File: src/rtl/alu_arbiter_if.sv
// Bus bundle for the two-requester ALU arbiter: two request channels and
// one response channel, each with a valid/ready handshake.
interface alu_arbiter_if;
    logic        req0_valid;
    logic        req0_ready;
    logic [1:0]  req0_op;
    logic [63:0] req0_a;
    logic [63:0] req0_b;

    logic        req1_valid;
    logic        req1_ready;
    logic [1:0]  req1_op;
    logic [63:0] req1_a;
    logic [63:0] req1_b;

    logic        resp_valid;
    logic        resp_ready;
    logic        resp_id;
    logic [63:0] resp_out;
    logic        resp_flag;

    // Requester/consumer side: drives operations, takes responses.
    modport master (
        output req0_valid, req0_op, req0_a, req0_b,
        output req1_valid, req1_op, req1_a, req1_b,
        output resp_ready,
        input  req0_ready, req1_ready,
        input  resp_valid, resp_id, resp_out, resp_flag
    );

    // Arbiter side.
    modport slave (
        input  req0_valid, req0_op, req0_a, req0_b,
        input  req1_valid, req1_op, req1_a, req1_b,
        input  resp_ready,
        output req0_ready, req1_ready,
        output resp_valid, resp_id, resp_out, resp_flag
    );
endinterface

File: src/rtl/alu_arbiter.sv
// Two requesters share one combinational 64-bit ALU (add/sub/and/xor).
// The winner's result is captured in a one-entry response register; the
// buffer accepts a new operation whenever it is empty or being drained in
// the same cycle, so back-to-back traffic flows without bubbles.
module alu_arbiter #(
    parameter bit RR_EN = 1'b1   // 1: round-robin, 0: requester 0 always wins
) (
    input  logic          clk,
    input  logic          rst,
    alu_arbiter_if.slave  bus
);

    typedef enum logic {EMPTY = 1'b0, FULL = 1'b1} state_e;

    typedef struct packed {
        logic [63:0] out;
        logic        flag;
    } alu_res_t;

    localparam logic [1:0] OP_ADD = 2'b00;
    localparam logic [1:0] OP_SUB = 2'b01;
    localparam logic [1:0] OP_AND = 2'b10;
    localparam logic [1:0] OP_XOR = 2'b11;

    // Shared ALU. Add and subtract both run through a 65-bit datapath so
    // bit 64 is the carry (add) or the borrow (sub).
    function automatic alu_res_t alu_calc(input logic [1:0]  op,
                                          input logic [63:0] a,
                                          input logic [63:0] b);
        alu_res_t    r;
        logic [64:0] wide;
        r    = '0;
        wide = '0;
        case (op)
            OP_ADD: begin
                wide   = {1'b0, a} + {1'b0, b};
                r.out  = wide[63:0];
                r.flag = wide[64];
            end
            OP_SUB: begin
                wide   = {1'b0, a} - {1'b0, b};
                r.out  = wide[63:0];
                r.flag = wide[64];
            end
            OP_AND: r.out = a & b;
            OP_XOR: r.out = a ^ b;
            default: r = '0;
        endcase
        return r;
    endfunction

    state_e      state_q, state_d;
    logic        last_q, last_d;          // requester granted at last accepted transfer
    logic        resp_valid_q, resp_valid_d;
    logic        resp_id_q, resp_id_d;
    logic [63:0] resp_out_q, resp_out_d;
    logic        resp_flag_q, resp_flag_d;

    logic        buf_free;
    logic        rr_pick1;
    logic        gnt0, gnt1;
    logic        accept;
    logic [1:0]  sel_op;
    logic [63:0] sel_a, sel_b;
    alu_res_t    alu_res;

    // Grant logic: depends only on valids, state, resp_ready and the pointer,
    // never on operands, so readys cannot loop back through the ALU.
    always_comb begin
        buf_free = (state_q == EMPTY) || bus.resp_ready;
        // Under contention in round-robin mode, requester 1 wins only if
        // requester 0 took the last transfer.
        rr_pick1 = RR_EN && (last_q == 1'b0);
        gnt0     = !rst && buf_free && bus.req0_valid
                   && !(bus.req1_valid && rr_pick1);
        gnt1     = !rst && buf_free && bus.req1_valid
                   && !(bus.req0_valid && !rr_pick1);
        accept   = gnt0 || gnt1;
    end

    // Operand mux feeding the single shared ALU.
    always_comb begin
        sel_op  = gnt1 ? bus.req1_op : bus.req0_op;
        sel_a   = gnt1 ? bus.req1_a  : bus.req0_a;
        sel_b   = gnt1 ? bus.req1_b  : bus.req0_b;
        alu_res = alu_calc(sel_op, sel_a, sel_b);
    end

    // Next-state: load on accept (covers drain+accept with no bubble),
    // otherwise empty the buffer when it drains.
    always_comb begin
        state_d      = state_q;
        last_d       = last_q;
        resp_valid_d = resp_valid_q;
        resp_id_d    = resp_id_q;
        resp_out_d   = resp_out_q;
        resp_flag_d  = resp_flag_q;
        if (accept) begin
            state_d      = FULL;
            last_d       = gnt1;
            resp_valid_d = 1'b1;
            resp_id_d    = gnt1;
            resp_out_d   = alu_res.out;
            resp_flag_d  = alu_res.flag;
        end else if (state_q == FULL && bus.resp_ready) begin
            state_d      = EMPTY;
            resp_valid_d = 1'b0;
        end
    end

    // State and registered outputs; reset discards any held response at once.
    always_ff @(posedge clk or posedge rst) begin
        if (rst) begin
            state_q      <= EMPTY;
            last_q       <= 1'b1;
            resp_valid_q <= 1'b0;
            resp_id_q    <= 1'b0;
            resp_out_q   <= '0;
            resp_flag_q  <= 1'b0;
        end else begin
            state_q      <= state_d;
            last_q       <= last_d;
            resp_valid_q <= resp_valid_d;
            resp_id_q    <= resp_id_d;
            resp_out_q   <= resp_out_d;
            resp_flag_q  <= resp_flag_d;
        end
    end

    assign bus.req0_ready = gnt0;
    assign bus.req1_ready = gnt1;
    assign bus.resp_valid = resp_valid_q;
    assign bus.resp_id    = resp_id_q;
    assign bus.resp_out   = resp_out_q;
    assign bus.resp_flag  = resp_flag_q;

endmodule

File: src/flat_wrapper.sv
// flat-port wrapper written by rule: the top's interface ports become plain ports
module alu_arbiter_flat 
#(
    parameter bit RR_EN = 1'b1                                                
)
  (clk, rst, bus_req0_valid, bus_req0_op, bus_req0_a, bus_req0_b, bus_req1_valid, bus_req1_op, bus_req1_a, bus_req1_b, bus_resp_ready, bus_req0_ready, bus_req1_ready, bus_resp_valid, bus_resp_id, bus_resp_out, bus_resp_flag);
  alu_arbiter_if bus_i ();
  input  logic clk;
  input  logic rst;
  input wire logic [$bits(bus_i.req0_valid)-1:0] bus_req0_valid;
  input wire logic [$bits(bus_i.req0_op)-1:0] bus_req0_op;
  input wire logic [$bits(bus_i.req0_a)-1:0] bus_req0_a;
  input wire logic [$bits(bus_i.req0_b)-1:0] bus_req0_b;
  input wire logic [$bits(bus_i.req1_valid)-1:0] bus_req1_valid;
  input wire logic [$bits(bus_i.req1_op)-1:0] bus_req1_op;
  input wire logic [$bits(bus_i.req1_a)-1:0] bus_req1_a;
  input wire logic [$bits(bus_i.req1_b)-1:0] bus_req1_b;
  input wire logic [$bits(bus_i.resp_ready)-1:0] bus_resp_ready;
  output wire logic [$bits(bus_i.req0_ready)-1:0] bus_req0_ready;
  output wire logic [$bits(bus_i.req1_ready)-1:0] bus_req1_ready;
  output wire logic [$bits(bus_i.resp_valid)-1:0] bus_resp_valid;
  output wire logic [$bits(bus_i.resp_id)-1:0] bus_resp_id;
  output wire logic [$bits(bus_i.resp_out)-1:0] bus_resp_out;
  output wire logic [$bits(bus_i.resp_flag)-1:0] bus_resp_flag;
  assign bus_i.req0_valid = bus_req0_valid;
  assign bus_i.req0_op = bus_req0_op;
  assign bus_i.req0_a = bus_req0_a;
  assign bus_i.req0_b = bus_req0_b;
  assign bus_i.req1_valid = bus_req1_valid;
  assign bus_i.req1_op = bus_req1_op;
  assign bus_i.req1_a = bus_req1_a;
  assign bus_i.req1_b = bus_req1_b;
  assign bus_i.resp_ready = bus_resp_ready;
  assign bus_req0_ready = bus_i.req0_ready;
  assign bus_req1_ready = bus_i.req1_ready;
  assign bus_resp_valid = bus_i.resp_valid;
  assign bus_resp_id = bus_i.resp_id;
  assign bus_resp_out = bus_i.resp_out;
  assign bus_resp_flag = bus_i.resp_flag;
  alu_arbiter #(.RR_EN(RR_EN)) u_core (.clk(clk), .rst(rst), .bus(bus_i));
endmodule
File: config.mk
export PLATFORM = sky130hd
export DESIGN_NAME = alu_arbiter_flat
export DESIGN_NICKNAME = d
export VERILOG_FILES = /design/src/rtl/alu_arbiter_if.sv /design/src/rtl/alu_arbiter.sv /design/src/flat_wrapper.sv
export SDC_FILE = /design/constraint.sdc
export NUM_CORES = 1
export LEC_CHECK = 0
export BUFFER_PORTS_ARGS = -buffer_cell sky130_fd_sc_hd__buf_2
export CAP_MARGIN = 10
export CORE_MARGIN = 1
export CORE_UTILIZATION = 42
export CTS_CLUSTER_SIZE = 12
export DETAILED_ROUTE_END_ITERATION = 10
export PLACE_DENSITY = 0.67
export SETUP_SLACK_MARGIN = 0.2
export SYNTH_ARGS = -nofsm -noshare
export SYNTH_HDL_FRONTEND = slang
export SYNTH_SLANG_ARGS = --single-unit
export TNS_END_PERCENT = 100
File: constraint.sdc
create_clock -name clk -period 7.05 [get_ports clk]
set_clock_uncertainty 0.15 [all_clocks]
set_input_delay 1.41 -clock clk [delete_from_list [all_inputs] [get_ports clk]]
set_output_delay 1.41 -clock clk [all_outputs]
set_load 0.03 [all_outputs]
; Word level (Yosys, flattened, before mapping)
; Index checks and enable logic that the tools add are counted.
[classes]
mux = 7
addsub = 2
eq_ne = 3
reduce_logical = 15
bitwise_logic = 4
[op_table]
columns = op, n
row1 = $pmux 64 s4, 1
row2 = $mux 64, 2
row3 = $add 64x64->65, 1
row4 = $sub 64x64->65, 1
row5 = $and 64x64->64, 1
row6 = $xor 64x64->64, 1
row7 = $logic_and 1x1->1, 8
row8 = $eq 2x2->1 const B, 2
row9 = $logic_not 1->1, 3
row10 = $eq 2x1->1 const B, 1
row11 = $logic_not 2->1, 1
row12 = $logic_or 1x1->1, 2
row13 = $mux 1, 2
row14 = $mux 2, 1
row15 = $not 1->1, 2
row16 = $pmux 1 s2, 1
row17 = $reduce_bool 2->1, 1
[word_totals]
regBits = 68
out_inout_bits = 69
word_cells = 36
input_bits = 265

; Depth between registers and ports, before layout
; Gate-level depths: netlist of the first run.
[logic_depth]
ltp_word = 8
ltp_mapped = 20
mapped_depth_nobuf = 17

; Least setup slack after synthesis of the first run
; Ideal clock, no wire load.
[synth_timing]
path_kind = input port to flip-flop
from = in bus_req1_valid
to = reg u_core.resp_out_q[42], in the netlist u_core.bus.resp_out[42]
slack_ns = 0.469
setup_ns = 0.121
n_path_buf = 3
stages = 19
arrival_time_ns = 6.310
required_ns = 6.779
cell_sequence = a21bo_2 > nor3_2 > clkbuf_1 > clkbuf_1 > clkbuf_1 > mux2_2 > ha_1 > fa_1 > o21ba_1 > or4_1 > a311oi_2 > o31ai_1 > a311oi_2 > nor3_2 > o31ai_4 > a31oi_1 > o311ai_1 > a21oi_1 > o22a_1
[synth_via]
elab_chain_len = 5
elab_cells_between_ends = 18
classes_between = add/sub (2) / eq/ne (3) / mux (4) / bitwise (2) / reduce/logical (7)
[synth_lines]
columns = element, line_no
row1 = from (decl), flat_wrapper.sv:14  ; input wire logic [$bits(bus_i.req1_valid)-1:0] bus_req1_valid;
row2 = $logic_and 1x1->1, alu_arbiter.sv:76  ; gnt1 = !rst && buf_free && bus.req1_valid
row3 = $logic_and 1x1->1, alu_arbiter.sv:77  ; && !(bus.req0_valid && !rr_pick1);
row4 = "$mux 64, or another cell as far along", alu_arbiter.sv:84  ; sel_a = gnt1 ? bus.req1_a : bus.req0_a;
row5 = "$sub 64x64->65, or another cell as far along", alu_arbiter.sv:41  ; wide = {1'b0, a} - {1'b0, b};
row6 = $pmux 64 s4, alu_arbiter.sv:34  ; case (op)
row7 = to (signal assigned), alu_arbiter.sv:125  ; resp_out_q <= resp_out_d;
row8 = to (decl), alu_arbiter.sv:56  ; logic [63:0] resp_out_q, resp_out_d;
; Parallel ways exist; a longest one is shown, timed or not.
; A chain may end at the register's enable or synchronous reset.

; Worst setup path in the final report of the first run
[layout_timing]
from = in bus_req0_valid
to = reg u_core.resp_out_q[62], in the netlist u_core.bus.resp_out[62]
[layout_via]
elab_chain_len = 6
elab_cells_between_ends = 18
classes_between = add/sub (2) / eq/ne (3) / mux (4) / bitwise (2) / reduce/logical (7)
[layout_lines]
columns = element, line_no
row1 = from (decl), flat_wrapper.sv:10  ; input wire logic [$bits(bus_i.req0_valid)-1:0] bus_req0_valid;
row2 = $logic_and 1x1->1, alu_arbiter.sv:77
row3 = $logic_not 1->1, alu_arbiter.sv:77
row4 = $logic_and 1x1->1, alu_arbiter.sv:77
row5 = "$mux 64, or another cell as far along", alu_arbiter.sv:84
row6 = "$sub 64x64->65, or another cell as far along", alu_arbiter.sv:41
row7 = $pmux 64 s4, alu_arbiter.sv:34
; Parallel ways exist; a longest one is shown, timed or not.

==> impl_metrics.ini, run 1 <==
[run_status]
status = finished, final reports clean

[die]
ios = 334
die-width_um = 180.5
design.die.area_mm2 = 0.03257
rows = 64
die_h_um = 180.5
starting_density_pct = 43.16
design.core.area_mm2 = 0.03099

[worst_setup_path]
ff_to_ff_start = u_core.state_q$_DFFE_PP0P_
arrival_ns = 6.60
worstPathRequired_ns = 7.13
critical_path_class = in -> reg
critical_path_peak_fanout = 12
crit_path_frequent_cell = a21oi_1
cp_slowest_stage_delay_ns = 0.54
crit_path_top_delay_cell = o41ai_4
cp-end-kind = flip-flop
crit_path_start_kind = primary input
crit_path_cell_trace = buf_2 -> a21bo_2 -> nor3_4 -> buf_4 -> mux2_2 -> ha_1 -> o21ai_0 -> a211oi_1 -> o2111ai_1 -> a21oi_1 -> a31o_2 -> a41oi_2 -> o41ai_4 -> a31oi_1 -> o31ai_1 -> mux2i_1 -> a21oi_1
path_delay_family = compound AO/OA/AOI/OAI gates
launching_instance_or_port_of_the_critical_path = bus_req0_valid
path_buf_inv = 2

[timing]
fin_tns_setup_ns = 0
setup_viol = 0
period_needed_ns = 6.520
final.period_utilization_pct = 92.48
hold-worst-slack_ns = 0.3321
unrepaired_setup_endpoints_after_global_routing = no
max_freq_mhz = 153.4
timing_hold_violations_final = 0
drv_slew = 0
worst_slew_pin_slew_ns = 1.106
timing.max_slew.rel_slack_pct = 26.18

[drt]
wl_per_cell_um = 22.05
detailroute.via_count = 16080
drt.antenna.violating_nets = 0
total_drc_errors_in_the_routed_layout = 0
post_drt_via_cell_ratio = 6.350
totalWireLength_um = 55840
drtIter0Drc = 1718
drt_first_pass_iters = 6

[synthesis]
synth_area_leaders = dfrtp_1 13%, ha_1 12%, mux2_2 11%
synth_async_sr_flop_share_pct = 100.0
synth_cell_types = 89
synth.ff_latch_count = 68
synth_area_mm2 = 0.01338
synth.yosys.seq_area_share_pct = 12.73
number_of_enable_type_register_cells_in_the_synthesized_netlist = 0
synthesis.area_per_instance_um2 = 7.176
syn_inst = 1864
yosys_warnings = 0
postSynth.topFlopCell = dfrtp_1
postSynthNetCount = 2258
netlist.top_cell.by_area = dfrtp_1
synth_top_cell_area_share_pct = 12.53

[placed_design]
dp.final_hpwl_um = 43900
io_buffer_count = 333
finalWeightedCongestion = 1.017
dpl-instance-area_mm2 = 0.01550

[final_layout]
area_growth_synth_to_finish_pct = 17.88
layout.filler_cells = 3141
postLayoutCellArea_mm2 = 0.01577
most_used_cells_in_the_layout_excluding_fill_and_tap_cells = 333 x buf_2, 183 x nor2_1, 172 x a21oi_1, 153 x nand2_1, 134 x inv_1
diodes = 0
layout_commonest_cell = buf_2
drive_above_1_share_pct = 26.78
num-nets-final = 2525

[grt]
wire_length_of_the_first_global_routing_pass_um = 86030
use_met3_pct = 6.063
grt_max_degree = 53
grt_remaining_overflow = 0
global_route.peak_usage_layer = met2
first_global_vias = 15250
antenna_found_initial = 1
grt_util_all_layers_pct = 33.38
globalRouteMet1Util_pct = 42.48
grt_use_met2_pct = 55.69

[clock_network]
cts.clk_slew.worst_paths_ns = 0.07
post_cts_hold_buffer_count = 0
ctsLongestPathBuffers = 2
worstSkewPairLatency_ns = 0.36
cts_htree_levels = 3
post_cts_resized = 0
clock_tree.root_cell = clkbuf_16
cts_made_buffers = 9
cts_tree = built
postCtsSetupRepairBufs = 0
clkSinkCount = 68

[flow_run]
drv_cap = 0

[power_and_ir_drop]
power_mw = 3.695
p_leak_nw = 7.166
power.ir.vdd_worst_v = 0.0001218
pwr_density_cell_mw_per_mm2 = 234.3

[min_path]
timing.hold.worst.start = u_core.bus.resp_id$_DFFE_PP0P_
min_path_type = reg -> reg
-- stage by stage --
stage | utilization [%] | setup WS, ns | cells
after floorplan | - | 0.4686 | 1864
after global placement | 50.01 | 0.2942 | 2516
after detailed placement | 50.01 | 0.2552 | 2516
after CTS | 50.88 | 0.6105 | 2532
after global routing | 50.88 | 0.3111 | 2532
final | 50.88 | 0.5298 | 2532
-- where the power goes --
group	leakage [nW]	internal, mW	switching, mW
sequential	0.787	0.552	0.122
combinational	6.25	0.875	1.69
clock	0.129	0.248	0.212
total	7.17	1.67	2.02
-- layout make-up --
class | instances | area, µm² | share of cell area, %
multi-input cells | 1530 | 10690 | 67.77
repair buffers | 386 | 2102 | 13.33
flip-flops and latches | 68 | 1703 | 10.80
inverters | 136 | 510.5 | 3.237
well taps | 396 | 495.5 | 3.142
clock buffers | 12 | 246.5 | 1.563
clock inverters | 4 | 25.02 | 0.1587
-- synth_stat cells (all sizes together), types with 7 or more instances --
cell       n
nand4     21
a221oi    17
or3       13
o41ai      9
nor4      22
nand2    153
and2       7
mux2     128
a2111oi   11
a211o     11
clkbuf   100
nand2b    12
a41oi      8
o211ai    35
a31oi     34
ha       127
o31ai     31
a21o      37
dfrtp     67
o21bai    34
nor3      44
a32oi     11
o2111ai    8
o311ai     7
buf       30
or2       11
a311oi     7
o21ai    129
and3      12
nand3     33
a211oi    32
o32ai      7
mux2i     20
or4        8
nor2b     26
xnor2     14
inv      135
o21a      18
nor2     185
a21oi    172
o221ai     9
-- metal layers --
metal	share of wire (%)	wire length, µm
met2	45	25310
met1	41	23060
met5	0.025	14
met4	4.1	2265
met3	9.3	5190
-- cell families (layout without fill, tap and decap cells) --
kind of cell,count (synthesis),count (layout),share of synthesized area (%)
muxes,148,148,12.27
DFF,68,68,12.73
AOI/OAI and AO/OA,677,677,34.52
adders and majority gates,131,131,12.33
buffers and inverters,266,538,7.707
and+or+nand+nor,557,557,19.32
xor gates and xnor gates,17,17,1.113
-- path summary, 6_finish.rpt --
| check | slack, ns | end | cells after the start |
|---|---|---|---|
| min in group asynchronous | 1.04 | u_core.bus.resp_out[57]$_DFFE_PP0P_ | 2 |
| min reg2reg | 0.33 | u_core.bus.resp_id$_DFFE_PP0P_ | 1 |
| min | 0.33 | u_core.bus.resp_id$_DFFE_PP0P_ | 1 |
| max in group asynchronous | 4.83 | u_core.last_q$_DFFE_PP1P_ | 3 |
| max | 0.53 | u_core.bus.resp_out[62]$_DFFE_PP0P_ | 17 |
| max reg2reg | 1.28 | u_core.bus.resp_out[62]$_DFFE_PP0P_ | 16 |
-- sequential cells by signal, indices dropped and copies added, names as in the netlist --
| signal | count |
|---|---|
| u_core.bus.resp_flag | 1 |
| u_core.bus.resp_id | 1 |
| u_core.bus.resp_out | 64 |
| u_core.last_q | 1 |
| u_core.state_q | 1 |
(Power assumes the default switching activity.)
==> run 2: changes to the inputs <==
ABC_AREA = 1   (was unset)
PLACE_DENSITY = 0.66   (was 0.67)
==> run 2 against run 1 <==
- die area up 15%
- flip-flop and latch count unchanged
- via count up 34%
- synthesized cell count up 55%
- global-route usage up 10 points
==> impl_metrics.ini, run 2 <==
[run_status]
status = finished, final reports clean

[die]
die-width_um = 193.8
starting_density_pct = 43.00
ios = 334
die_h_um = 193.8
rows = 69
design.core.area_mm2 = 0.03591
design.die.area_mm2 = 0.03754

[synthesis]
synth_area_mm2 = 0.01544
synth.ff_latch_count = 68
number_of_enable_type_register_cells_in_the_synthesized_netlist = 0
syn_inst = 2883
synthesis.area_per_instance_um2 = 5.357
synth.yosys.seq_area_share_pct = 11.03
netlist.top_cell.by_area = nand2_1
postSynthNetCount = 3277
yosysMostFrequentCell = nand2_1
synth_async_sr_flop_share_pct = 100.0
postSynth.topFlopCell = dfrtp_1
synth_area_leaders = nand2_1 19%, inv_1 11%, dfrtp_1 11%
yosys_warnings = 0
synth_common_cells = 795 x nand2_1, 473 x inv_1, 333 x nor2_1
synth_cell_types = 61
synth_top_cell_area_share_pct = 19.32

[clock_network]
cts_made_buffers = 9
ctsLongestPathBuffers = 2
clock_tree.root_cell = clkbuf_16
clkSinkCount = 68
postCtsSetupRepairBufs = 0
post_cts_hold_buffer_count = 0
cts_tree = built
cts_htree_levels = 3
post_cts_resized = 0
worstSkewPairLatency_ns = 0.36
cts.clk_slew.worst_paths_ns = 0.06

[power_and_ir_drop]
power.ir.vdd_worst_v = 0.0001289
power_frac_comb_pct = 71.7
power_switching_mw = 2.767
p_clk_share_pct = 12.7
internal_power_mw = 1.743
p_seq_share_pct = 15.6
p_leak_nw = 9.365
power_switching_share_pct = 61.35
power_mw = 4.510
pwr_density_cell_mw_per_mm2 = 255.2

[worst_setup_path]
worstPathRequired_ns = 7.10
cp-end-kind = flip-flop
ff_to_ff_start = u_core.last_q$_DFFE_PP1P_
crit_end = u_core.bus.resp_out[31]$_DFFE_PP0P_
crit_path_start_kind = primary input
launching_instance_or_port_of_the_critical_path = bus_resp_ready
critical_path_class = in -> reg
critical_path_peak_fanout = 82
arrival_ns = 5.75
minimum_setup_slack_among_reg_to_reg_paths_ns = 2.06
critical_path.reg2reg.endpoint = u_core.bus.resp_out[31]$_DFFE_PP0P_
worst-r2r-cell-count = 15

[placed_design]
finalWeightedCongestion = 1.080
place_ws_ns = 1.310
dp.final_hpwl_um = 69030
io_buffer_count = 333

[final_layout]
diodes = 0
layout.filler_cells = 3947
multi_input_comb_area_mm2 = 0.01140
drive_above_1_share_pct = 14.25
largest_reg_flops = 64
num-nets-final = 3526
post-route-util_pct = 49.20
register_area_mm2 = 0.001703
area_growth_synth_to_finish_pct = 14.42
layout_commonest_cell = nand2_1
most_used_cells_in_the_layout_excluding_fill_and_tap_cells = 794 x nand2_1, 470 x inv_1, 333 x buf_2, 332 x nor2_1, 240 x a21oi_1

[timing]
period_needed_ns = 5.700
fin_tns_setup_ns = 0
unrepaired_setup_endpoints_after_global_routing = no
hold-worst-slack_ns = 0.3219
max_freq_mhz = 175.4
post-route-worst-setup-slack_ns = 1.350
timing_hold_violations_final = 0
worst_slew_pin_slew_ns = 1.194
setup_viol = 0
final.period_utilization_pct = 80.85
timing.max_slew.rel_slack_pct = 20.40
drv_slew = 0

[drt]
wl_per_cell_um = 23.34
total_drc_errors_in_the_routed_layout = 0
drtIter0Drc = 3078
drt_first_pass_iters = 6
post_drt_via_cell_ratio = 5.977
totalWireLength_um = 83980
drt.antenna.violating_nets = 0
detailroute.via_count = 21510

[grt]
grt_max_degree = 113
wire_length_of_the_first_global_routing_pass_um = 121300
grt_remaining_overflow = 0
grt_util_all_layers_pct = 43.41
first_global_vias = 19420
antenna_found_initial = 3

[min_path]
min_path_type = reg -> reg

[flow_run]
drv_cap = 0
## run 2: changes by cell type in the layout (fill, tap and decap cells not counted), moves of 27 or more
| cell | before | now |
|---|---|---|
| a211oi_1 | 30 | 3 |
| a21o_1 | 37 | 8 |
| a21oi_1 | 172 | 240 |
| buf_4 | 50 | 12 |
| inv_1 | 134 | 470 |
| mux2_2 | 128 | 0 |
| nand2_1 | 153 | 794 |
| nand3_1 | 32 | 146 |
| nand4_1 | 21 | 52 |
| nor2_1 | 183 | 332 |
| o21ai_0 | 123 | 238 |
| o31ai_1 | 29 | 0 |
## run 2: layout make-up
type / instances / share of cell area [%]
inverter: 490 / 10.42
tap: 461 / 3.264
clock inverter: 5 / 0.4673
sequential: 68 / 9.637
clock buffer: 11 / 1.430
timing repair buffer: 348 / 10.28
multi-input combinational: 2215 / 64.50
## run 2: per-stage QoR
step / instance area [µm²] / std cells
6_report: 17670 / 3598
5_1_grt: 17670 / 3598
4_1_cts: 17670 / 3598
3_5_place_dp: 17340 / 3582
3_3_place_gp: 17340 / 3582
2_1_floorplan: 15440 / 2883
## run 2: worst min-delay path by stage
| stage | cells after the start | from | slack, ns | endpoint |
|---|---|---|---|---|
| after floorplan | 2 | u_core.last_q$_DFFE_PP1P_ | 0.33 | u_core.last_q$_DFFE_PP1P_ |
| after global placement | 2 | u_core.bus.resp_id$_DFFE_PP0P_ | 0.30 | u_core.bus.resp_id$_DFFE_PP0P_ |
| after detailed placement | 2 | u_core.bus.resp_flag$_DFFE_PP0P_ | 0.31 | u_core.bus.resp_flag$_DFFE_PP0P_ |
| after CTS | 2 | u_core.bus.resp_out[12]$_DFFE_PP0P_ | 0.33 | u_core.bus.resp_out[12]$_DFFE_PP0P_ |
| after global routing | 2 | u_core.bus.resp_out[51]$_DFFE_PP0P_ | 0.34 | u_core.bus.resp_out[51]$_DFFE_PP0P_ |
| final | 2 | u_core.bus.resp_flag$_DFFE_PP0P_ | 0.32 | u_core.bus.resp_flag$_DFFE_PP0P_ |
## run 2: critical path, stage by stage
cell	delay (ns)
buf_2	0.10
inv_1	0.08
nand2_1	0.08
nand2_2	0.10
nor2_4	0.05
buf_12	0.18
o21ai_0	0.87
ha_1	0.61
inv_1	0.26
a21oi_1	0.21
inv_1	0.09
a21oi_1	0.31
o21ai_0	0.29
a21oi_1	0.18
nand2_1	0.16
o21ai_0	0.47
a41oi_1	0.20
## run 2: power by group through the flow
stage          logic [mW]  registers, mW  clock network (mW)
6_report             3.23          0.703               0.574
5_1_grt              3.42          0.713               0.587
4_1_cts              3.08          0.691               0.573
3_5_place_dp         3.06          0.697                   0
3_3_place_gp         3.05          0.691                   0
2_1_floorplan        1.69          0.958                   0
## run 2: cells by family after synthesis
family | Yosys count | share of synthesized area (%)
adders and majority gates | 129 | 10.55
DFF | 68 | 11.03
xor gates and xnor gates | 14 | 0.7940
AOI/OAI and AO/OA | 647 | 23.45
and+or+nand+nor | 1425 | 38.94
buffers and inverters | 600 | 15.24
## run 2: layer usage
layer / global-route usage [%] / part of all wire, %
met3: 13.72 / 15
met5: 3.193 / 0.23
met2: 60.64 / 38
met4: 15.08 / 3.9
met1: 61.42 / 42
